[config.mk]
export PLATFORM = sky130hd
export DESIGN_NAME = riscv_v_wb_seq
export DESIGN_NICKNAME = d
export VERILOG_FILES = /design/src/rtl/riscv_v_wb_seq_pkg.sv /design/src/rtl/riscv_v_wb_seq_byte_en.sv /design/src/rtl/riscv_v_wb_seq.sv
export SDC_FILE = /design/constraint.sdc
export NUM_CORES = 1
export LEC_CHECK = 0
export ABC_AREA = 1
export CAP_MARGIN = 30
export CELL_PAD_IN_SITES_DETAIL_PLACEMENT = 1
export CELL_PAD_IN_SITES_GLOBAL_PLACEMENT = 1
export CORE_ASPECT_RATIO = 1.75
export CORE_UTILIZATION = 32
export CTS_BUF_LIST = sky130_fd_sc_hd__clkbuf_16
export DETAILED_ROUTE_END_ITERATION = 12
export GPL_ROUTABILITY_DRIVEN = 0
export PLACE_DENSITY = 0.86
export SYNTH_ARGS = -nofsm -noshare
export SYNTH_HDL_FRONTEND = slang
export SYNTH_SLANG_ARGS = --single-unit
export TNS_END_PERCENT = 20
[constraint.sdc]
create_clock -name clk -period 6.55 [get_ports clk]
set_input_delay 0.9825 -clock clk [delete_from_list [all_inputs] [get_ports clk]]
set_output_delay 0.9825 -clock clk [all_outputs]
set_load 0.05 [all_outputs]
[src/rtl/riscv_v_wb_seq_pkg.sv]
// Shared constants, state type and helpers for the vector RF write sequencer.
// The optional tail-agnostic fill is enabled by defining RISCV_V_WB_VTA_EN.
package riscv_v_wb_seq_pkg;

   localparam int DATA_W           = 128;
   localparam int NUM_BYTES        = DATA_W / 8;
   localparam int BYTE_IDX_W       = $clog2(NUM_BYTES);
   localparam int ADDR_W           = 5;
   localparam int RISCV_V_MAX_VLEN = 128;
   localparam int RISCV_V_WB_VL_W  = $clog2(RISCV_V_MAX_VLEN) + 1;
   localparam int VL_W             = RISCV_V_WB_VL_W;
   localparam int RISCV_V_MAX_LMUL = 8;
   localparam int CNT_W            = $clog2(RISCV_V_MAX_LMUL);

   typedef enum logic [0:0] {
      IDLE   = 1'b0,
      ACTIVE = 1'b1
   } riscv_v_wb_state_e;

   // Index of the final beat of a group: 2**vlmul registers, minus one.
   function automatic logic [CNT_W-1:0] last_beat(input logic [1:0] vlmul);
      return CNT_W'((1 << vlmul) - 1);
   endfunction

endpackage

[src/rtl/riscv_v_wb_seq_byte_en.sv]
// Per-byte write-enable generation for one destination register of a group.
// With RISCV_V_WB_VTA_EN defined, tail bytes are force-written as 0xFF when vta=1.
module riscv_v_wb_seq_byte_en
   import riscv_v_wb_seq_pkg::*;
(
   input  logic [CNT_W-1:0]     r,
   input  logic [1:0]           vsew,
   input  logic [VL_W-1:0]      vl,
   input  logic [VL_W-1:0]      vstart,
   input  logic [NUM_BYTES-1:0] byte_en,
   input  logic                 vta,
   output logic [NUM_BYTES-1:0] wr_en,
   output logic [NUM_BYTES-1:0] tail_fill
);

`ifndef RISCV_V_WB_VTA_EN
   logic unused_vta;
   assign unused_vta = vta;
`endif

   always_comb begin
      logic [VL_W-1:0] pos;
      logic [VL_W-1:0] elem;
      logic            in_tail;
      logic            in_body;
      wr_en     = '0;
      tail_fill = '0;
      pos       = '0;
      elem      = '0;
      in_tail   = 1'b0;
      in_body   = 1'b0;
      for (int b = 0; b < NUM_BYTES; b++) begin
         // Byte offset within the whole group, then scaled down to an element index.
         pos     = VL_W'({r, BYTE_IDX_W'(b)});
         elem    = pos >> vsew;
         in_tail = (elem >= vl);
         in_body = (elem >= vstart) && !in_tail;
         wr_en[b] = byte_en[b] && in_body;
`ifdef RISCV_V_WB_VTA_EN
         if (vta && in_tail) begin
            wr_en[b]     = 1'b1;
            tail_fill[b] = 1'b1;
         end
`endif
      end
   end

endmodule

[src/rtl/riscv_v_wb_seq.sv]
// Vector register-file write sequencer: one command, then one data beat per register.
// Optional tail-agnostic fill is controlled by the RISCV_V_WB_VTA_EN macro.
module riscv_v_wb_seq
   import riscv_v_wb_seq_pkg::*;
(
   input  logic                 clk,
   input  logic                 rst,
   input  logic                 stall,
   input  logic                 flush,
   input  logic                 cmd_valid,
   output logic                 cmd_ready,
   input  logic [ADDR_W-1:0]    cmd_vd,
   input  logic [1:0]           cmd_vlmul,
   input  logic [1:0]           cmd_vsew,
   input  logic [VL_W-1:0]      cmd_vl,
   input  logic [VL_W-1:0]      cmd_vstart,
   input  logic                 cmd_vta,
   input  logic                 beat_valid,
   output logic                 beat_ready,
   input  logic [DATA_W-1:0]    beat_data,
   input  logic [NUM_BYTES-1:0] beat_byte_en,
   output logic [ADDR_W-1:0]    rf_wr_addr,
   output logic [DATA_W-1:0]    rf_wr_data,
   output logic [NUM_BYTES-1:0] rf_wr_en,
   output logic                 done
);

   // Handshake: a transfer happens on a rising edge where valid && ready; ready never
   // depends on valid, and both readys drop whenever stall or flush is high.

   riscv_v_wb_state_e state, state_nxt;

   logic [CNT_W-1:0]     r_q;
   logic [CNT_W-1:0]     last_q;
   logic [ADDR_W-1:0]    vd_q;
   logic [1:0]           vsew_q;
   logic [VL_W-1:0]      vl_q;
   logic [VL_W-1:0]      vstart_q;
   logic                 vta_q;

   logic                 cmd_acc;
   logic                 beat_acc;
   logic                 last_acc;
   logic [NUM_BYTES-1:0] be_en;
   logic [NUM_BYTES-1:0] tail_fill;
   logic [DATA_W-1:0]    fill_data;

   assign cmd_ready  = (state == IDLE)   && !stall && !flush;
   assign beat_ready = (state == ACTIVE) && !stall && !flush;
   assign cmd_acc    = cmd_valid  && cmd_ready;
   assign beat_acc   = beat_valid && beat_ready;
   assign last_acc   = beat_acc && (r_q == last_q);

   always_ff @(posedge clk or posedge rst) begin
      if (rst) begin
         state <= IDLE;
      end else begin
         state <= state_nxt;
      end
   end

   always_comb begin
      state_nxt = state;
      case (state)
         IDLE: begin
            if (cmd_acc) state_nxt = ACTIVE;
         end
         ACTIVE: begin
            if (flush)         state_nxt = IDLE;
            else if (last_acc) state_nxt = IDLE;
         end
         default: state_nxt = IDLE;
      endcase
   end

   riscv_v_wb_seq_byte_en u_byte_en (
      .r         (r_q),
      .vsew      (vsew_q),
      .vl        (vl_q),
      .vstart    (vstart_q),
      .byte_en   (beat_byte_en),
      .vta       (vta_q),
      .wr_en     (be_en),
      .tail_fill (tail_fill)
   );

   always_comb begin
      fill_data = beat_data;
      for (int b = 0; b < NUM_BYTES; b++) begin
         if (tail_fill[b]) fill_data[b*8 +: 8] = 8'hFF;
      end
   end

   always_ff @(posedge clk or posedge rst) begin
      if (rst) begin
         r_q        <= '0;
         last_q     <= '0;
         vd_q       <= '0;
         vsew_q     <= '0;
         vl_q       <= '0;
         vstart_q   <= '0;
         vta_q      <= 1'b0;
         rf_wr_addr <= '0;
         rf_wr_data <= '0;
         rf_wr_en   <= '0;
         done       <= 1'b0;
      end else begin
         if (cmd_acc) begin
            vd_q     <= cmd_vd;
            vsew_q   <= cmd_vsew;
            vl_q     <= cmd_vl;
            vstart_q <= cmd_vstart;
            vta_q    <= cmd_vta;
            last_q   <= last_beat(cmd_vlmul);
            r_q      <= '0;
         end else if (flush) begin
            r_q <= '0;
         end else if (beat_acc) begin
            r_q <= last_acc ? '0 : r_q + 1'b1;
         end

         // Address and data hold between writes; only the enables fall back to zero.
         if (beat_acc) begin
            rf_wr_addr <= vd_q + ADDR_W'(r_q);
            rf_wr_data <= fill_data;
         end
         rf_wr_en <= beat_acc ? be_en : '0;
         done     <= last_acc;
      end
   end

endmodule

== Word level (Yosys, flattened, before mapping) ==
Index checks and enable logic that the tools add are counted.
Word-level totals
  bits in registers: 180
  logic and storage cells: 132
Operators by class
  add/subtract/negate cells: 3
  magnitude comparators: 32
  equal/unequal tests: 1
  shifts and indexed selects: 17
  mux-type cells: 9
  bitwise gates (word level): 1
  reductions and logical operators: 58
Operators with widths (number)
  8-bit >= comparator: 32
  7-bit by 2-bit >> shifter with 8-bit output: 16
  1-bit logical AND: 39
  1-bit zero test: 18
  16-bit 2-to-1 mux: 1
  3-bit 2-to-1 mux: 4
  5-bit by 3-bit adder with 5-bit output: 1
  3-bit by 1-bit adder with 3-bit output, second input constant: 1
  3-bit == test: 1
  1-bit 2-to-1 mux: 3
  3-bit nonzero test: 1
  1-bit by 2-bit left shift with 3-bit output, first input constant: 1
  3-bit by 2-bit subtractor with 3-bit output, second input constant: 1
  1-bit case mux with 2 select lines: 1
  1-bit NOT: 1

== Logic depth before layout (Yosys ltp) ==
  word-level depth: 9
  gate-level depth with buffers: 13

== By module ==
From an unflattened synthesis, not the netlist that was laid out.
Second synthesis, totals
  cell total of the unflattened synthesis: 1196
  area total of the unflattened synthesis: 9559.2 um2
Modules (own cells, without submodules)
  riscv_v_wb_seq: times used 1, cells each 801, area each 7171.9 um2
  riscv_v_wb_seq_byte_en: times used 1, cells each 395, area each 2387.3 um2

== Worst setup path before layout ==
No wires, ideal clock.
  path kind: input -> output
  start: input port stall
  end: output port cmd_ready
  data arrival time: 1.668 ns
  path slack: 3.899 ns
  cell stages on the path: 1
  path buffers: 0
  path through: nor3_2
Between the ends
  longest elaborated chain between the ends: 3
Ends and longest elaborated chain
  start, declared: RTL line riscv_v_wb_seq.sv:8  | input logic stall,
  1-bit zero test: RTL line riscv_v_wb_seq.sv:48  | assign cmd_ready = (state == IDLE) && !stall && !flush;
  1-bit logical AND (2 in a row): RTL line riscv_v_wb_seq.sv:48
  end, declared: RTL line riscv_v_wb_seq.sv:11  | output logic cmd_ready,
Every way passes these cells.

== Worst setup path in the final report ==
  start: register vsew_q[1]
  end: register rf_wr_en[6]
Between the ends
  longest elaborated chain between the ends: 6
Ends and longest elaborated chain
  start, declared: RTL line riscv_v_wb_seq.sv:36  | logic [1:0] vsew_q;
  start signal, assigned: RTL line riscv_v_wb_seq.sv:110  | vsew_q <= cmd_vsew;
  7-bit by 2-bit >> shifter with 8-bit output (*): RTL line riscv_v_wb_seq_byte_en.sv:35  | elem = pos >> vsew;
  8-bit >= comparator: RTL line riscv_v_wb_seq_byte_en.sv:36  | in_tail = (elem >= vl);
  1-bit zero test: RTL line riscv_v_wb_seq_byte_en.sv:37  | in_body = (elem >= vstart) && !in_tail;
  1-bit logical AND (*): RTL line riscv_v_wb_seq_byte_en.sv:37
  1-bit logical AND (*): RTL line riscv_v_wb_seq_byte_en.sv:38  | wr_en[b] = byte_en[b] && in_body;
  16-bit 2-to-1 mux (*): RTL line riscv_v_wb_seq.sv:127  | rf_wr_en <= beat_acc ? be_en : '0;
  end signal, assigned: RTL line riscv_v_wb_seq.sv:127
  end, declared: RTL line riscv_v_wb_seq.sv:24  | output logic [NUM_BYTES-1:0] rf_wr_en,
Mark *: on every way between the ends. The rest lies on a longest branch, timed or not.
A chain may end at the register's enable or synchronous reset.

==> impl_metrics.sql <==
INSERT INTO impl_metrics (metric_group, metric, value, unit) VALUES
('outcome', 'run_status', 'completed', ''),
('routing', 'postRouteAntennaNets', '0', ''),
('floorplan', 'fp.dieW', '128', 'µm'),
('clock_tree', 'postCtsHoldBufs', '0', ''),
('routing', 'route.detailed.vias_per_inst', '4.79', ''),
('power_and_ir_drop', 'power_leakage', '6.40', 'nW'),
('timing', 'timing_hold_violations_final', '0', ''),
('synth', 'ys_seq_elements', '180', ''),
('worst_setup_path', 'worstRegToRegCells', '8', ''),
('synth', 'synthDominantAreaCellType', 'sky130_fd_sc_hd__dfrtp_1', ''),
('place', 'post-dp-hpwl', '24000', 'µm'),
('clock_tree', 'worstSkewPairLatency', '0.45', 'ns'),
('synth', 'post_synth.cell_area_avg', '8.18', 'µm²'),
('worst_setup_path', 'required_time_of_the_critical_path', '6.88', 'ns'),
('timing', 'post-route-period-util', '0.562', ''),
('synth', 'synth.net_count', '1336', ''),
('global_route', 'initial_antenna_violation_count', '2', ''),
('timing', 'crit_path_time_final', '3.68', 'ns'),
('timing', 'post_route_clock_skew', '0.0120', 'ns'),
('global_route', 'tot_gr_track_use', '0.231', ''),
('worst_hold_path', 'worstHoldPathType', 'reg2reg', ''),
('global_route', 'grt_start_max_net_pins', '95', ''),
('worst_setup_path', 'critical_path_arrival', '4.01', 'ns'),
('synth', 'synth_cell_type_count', '30', ''),
('finish', 'sequential_cell_area', '0.00450', 'mm²'),
('timing', 'final-max-slew-violation-count', '0', ''),
('finish', 'layout-drive-gt1-share', '0.0326', ''),
('finish', 'nFillCells', '3273', ''),
('power_and_ir_drop', 'power.ir.vdd_worst', '0.196', 'mV'),
('worst_setup_path', 'crit_type', 'reg2reg', ''),
('worst_hold_path', 'min_to', 'rf_wr_data[57]$_DFFE_PP0P_', ''),
('worst_setup_path', 'crit_path_max_incr_delay', '0.79', 'ns'),
('timing', 'report.final.setup_viol', '0', ''),
('worst_hold_path', 'min_delay_path_depth', '2', ''),
('synth', 'synth-seq-area-share', '0.505', ''),
('routing', 'drt_first_iter_violations', '381', ''),
('worst_setup_path', 'path_max_fanout', '18', ''),
('clock_tree', 'cts_buffers', '17', ''),
('flow_run', 'drv_cap', '0', ''),
('worst_setup_path', 'series_of_cell_instances_along_the_critical_path', 'clkinv_1 -> o21ai_0 -> ha_1 -> a21oi_1 -> o21ai_0 -> nor2_2 -> nand3_1 -> nor2_1', ''),
('global_route', 'grt_total_ovfl', '0', ''),
('routing', 'post-route-drc-count', '0', ''),
('floorplan', 'num_io_pins', '328', ''),
('power_and_ir_drop', 'power_per_cell_area', '373', 'mW/mm²'),
('worst_setup_path', 'crit_path_frequent_cell', 'sky130_fd_sc_hd__o21ai_0', ''),
('synth', 'synthesis.area', '0.00891', 'mm²'),
('finish', 'num-nets-final', '1647', ''),
('finish', 'multiInputGateArea', '0.00389', 'mm²'),
('routing', 'drt_wl_total', '32100', 'µm'),
('floorplan', 'fp.dieH', '223', 'µm'),
('floorplan', 'effective_utilization_at_floorplan', '0.326', ''),
('global_route', 'grt_pass1_wl', '49500', 'µm'),
('floorplan', 'row_count', '80', ''),
('clock_tree', 'cts_num_sinks', '180', ''),
('finish', 'area_delta_synth_final', '46.7', '%'),
('worst_setup_path', 'worst_r2r_src', 'vsew_q[1]$_DFFE_PP0P_', ''),
('timing', 'relSlewSlack', '0.348', ''),
('routing', 'firstDrtPassIters', '4', ''),
('worst_setup_path', 'crit_buf_inv', '1', ''),
('worst_hold_path', 'hold_path_startpoint', 'rf_wr_data[57]$_DFFE_PP0P_', ''),
('finish', 'finalCoreUtilization', '0.479', ''),
('clock_tree', 'ctsRootBufferMaster', 'sky130_fd_sc_hd__clkbuf_16', ''),
('floorplan', 'core_area', '0.0273', 'mm²'),
('worst_setup_path', 'r2r_slack', '2.87', 'ns'),
('worst_setup_path', 'worst_setup_path_start_kind', 'flop', ''),
('floorplan', 'die_area', '0.0285', 'mm²'),
('place', 'io_buffers', '326', ''),
('worst_setup_path', 'cp_slowest_cell', 'sky130_fd_sc_hd__dfrtp_1', ''),
('timing', 'worst_slew_pin_slew', '0.968', 'ns'),
('timing', 'final.setup.tns', '0', 'ns'),
('global_route', 'number_of_global_route_vias_before_repair', '9279', '');
-- worst max-delay path by stage --
stage	to	slack (ns)	depth (start not counted)	start
final	rf_wr_en[6]$_DFF_PP0_	2.87	8	vsew_q[1]$_DFFE_PP0P_
after global routing	rf_wr_data[9]$_DFFE_PP0P_	2.65	7	flush
after CTS	rf_wr_en[6]$_DFF_PP0_	2.84	8	vsew_q[1]$_DFFE_PP0P_
after detailed placement	rf_wr_data[9]$_DFFE_PP0P_	2.37	7	flush
after global placement	rf_wr_data[125]$_DFFE_PP0P_	2.48	7	flush
after floorplan	done$_DFF_PP0_	0.68	1	rst
-- synth_stat cells (all sizes together) --
cell type  count
clkbuf         3
clkinv         4
fa             1
o21ai         64
nand3         23
nand3b         4
dfrtp        180
nor3           2
a21boi         3
o21bai         1
xnor2          1
or2            1
nand2        531
inv           74
o22ai          3
a21oi         45
o31ai          1
nor2          29
ha            70
nand4          6
xor2           6
buf           37
-- layer usage --
metal / GRT usage / share of wire
met5: 0 / 0
met4: 0.127 / 0.047
met1: 0.215 / 0.34
met2: 0.450 / 0.57
met3: 0.0503 / 0.048
-- sequential cells by signal, summed over array words and instances, names as in the netlist --
name and count:
last_q 3, vd_q 5, vl_q 8, rf_wr_data 128
r_q 3, done 1, rf_wr_en 16, vstart_q 8
rf_wr_addr 5, state 1, vsew_q 2
-- per-stage QoR --
step / worst slack [ns] / hold WS [ns] / instance area, µm² / std cells
finish: 2.87 / 0.478 / 13100 / 1783
global route: 2.65 / 0.505 / 13100 / 1782
CTS: 2.84 / 0.482 / 13100 / 1781
detailed placement: 2.37 / 0.464 / 12500 / 1750
global placement: 2.48 / 0.461 / 12500 / 1748
floorplan: 0.681 / 0.453 / 8910 / 1089
-- worst reg2reg max path: stages, from the launching register on --
cell and delay (ns):
sky130_fd_sc_hd__dfrtp_1 0.79, sky130_fd_sc_hd__clkinv_1 0.66, sky130_fd_sc_hd__o21ai_0 0.47, sky130_fd_sc_hd__ha_1 0.23, sky130_fd_sc_hd__a21oi_1 0.07, sky130_fd_sc_hd__o21ai_0 0.75
sky130_fd_sc_hd__nor2_2 0.34, sky130_fd_sc_hd__nand3_1 0.20, sky130_fd_sc_hd__nor2_1 0.05
-- placed cells by master, fill, tap and decap left out, types with 2 or more instances in the layout --
master / count
sky130_fd_sc_hd__a21boi_0: 3
sky130_fd_sc_hd__a21oi_1: 45
sky130_fd_sc_hd__buf_4: 4
sky130_fd_sc_hd__bufinv_16: 2
sky130_fd_sc_hd__clkbuf_16: 17
sky130_fd_sc_hd__clkdlybuf4s50_1: 326
sky130_fd_sc_hd__clkinv_1: 4
sky130_fd_sc_hd__clkinv_2: 2
sky130_fd_sc_hd__clkinv_4: 3
sky130_fd_sc_hd__clkinvlp_4: 2
sky130_fd_sc_hd__dfrtp_1: 180
sky130_fd_sc_hd__diode_2: 2
sky130_fd_sc_hd__ha_1: 70
sky130_fd_sc_hd__inv_1: 72
sky130_fd_sc_hd__inv_6: 4
sky130_fd_sc_hd__nand2_1: 529
sky130_fd_sc_hd__nand3_1: 22
sky130_fd_sc_hd__nand3b_1: 4
sky130_fd_sc_hd__nand4_1: 6
sky130_fd_sc_hd__nor2_1: 28
sky130_fd_sc_hd__o21ai_0: 64
sky130_fd_sc_hd__o22ai_1: 3
sky130_fd_sc_hd__xor2_1: 6
-- area by class of cell --
type,count,area share
Tap cell,369,0.0353
Clock buffer,17,0.0325
Antenna cell,2,0.000383
Multi-Input combinational cell,791,0.298
Sequential cell,180,0.344
Clock inverter,14,0.0121
Inverter,78,0.0230
Timing Repair Buffer,332,0.255
-- kinds of logic (layout without fill, tap and decap cells) --
kind of cell	Yosys count	after routing	share of synthesized area
AND/OR/NAND/NOR	596	596	0.261
flip-flops	180	180	0.505
buffers and inverters	118	441	0.0581
AO/OA/AOI/OAI	117	117	0.0675
adder cells (fa/ha/maj)	71	71	0.101
XOR/XNOR	7	7	0.00688
other	0	2	0
-- where the power goes --
part	switching, mW	internal [mW]	leakage [nW]	total (mW)
Clock	0.480	0.565	0.280	1.05
Sequential	0.180	1.37	2.31	1.55
Combinational	1.52	0.766	3.81	2.29
Note: power is estimated with default switching activity, not from simulation.
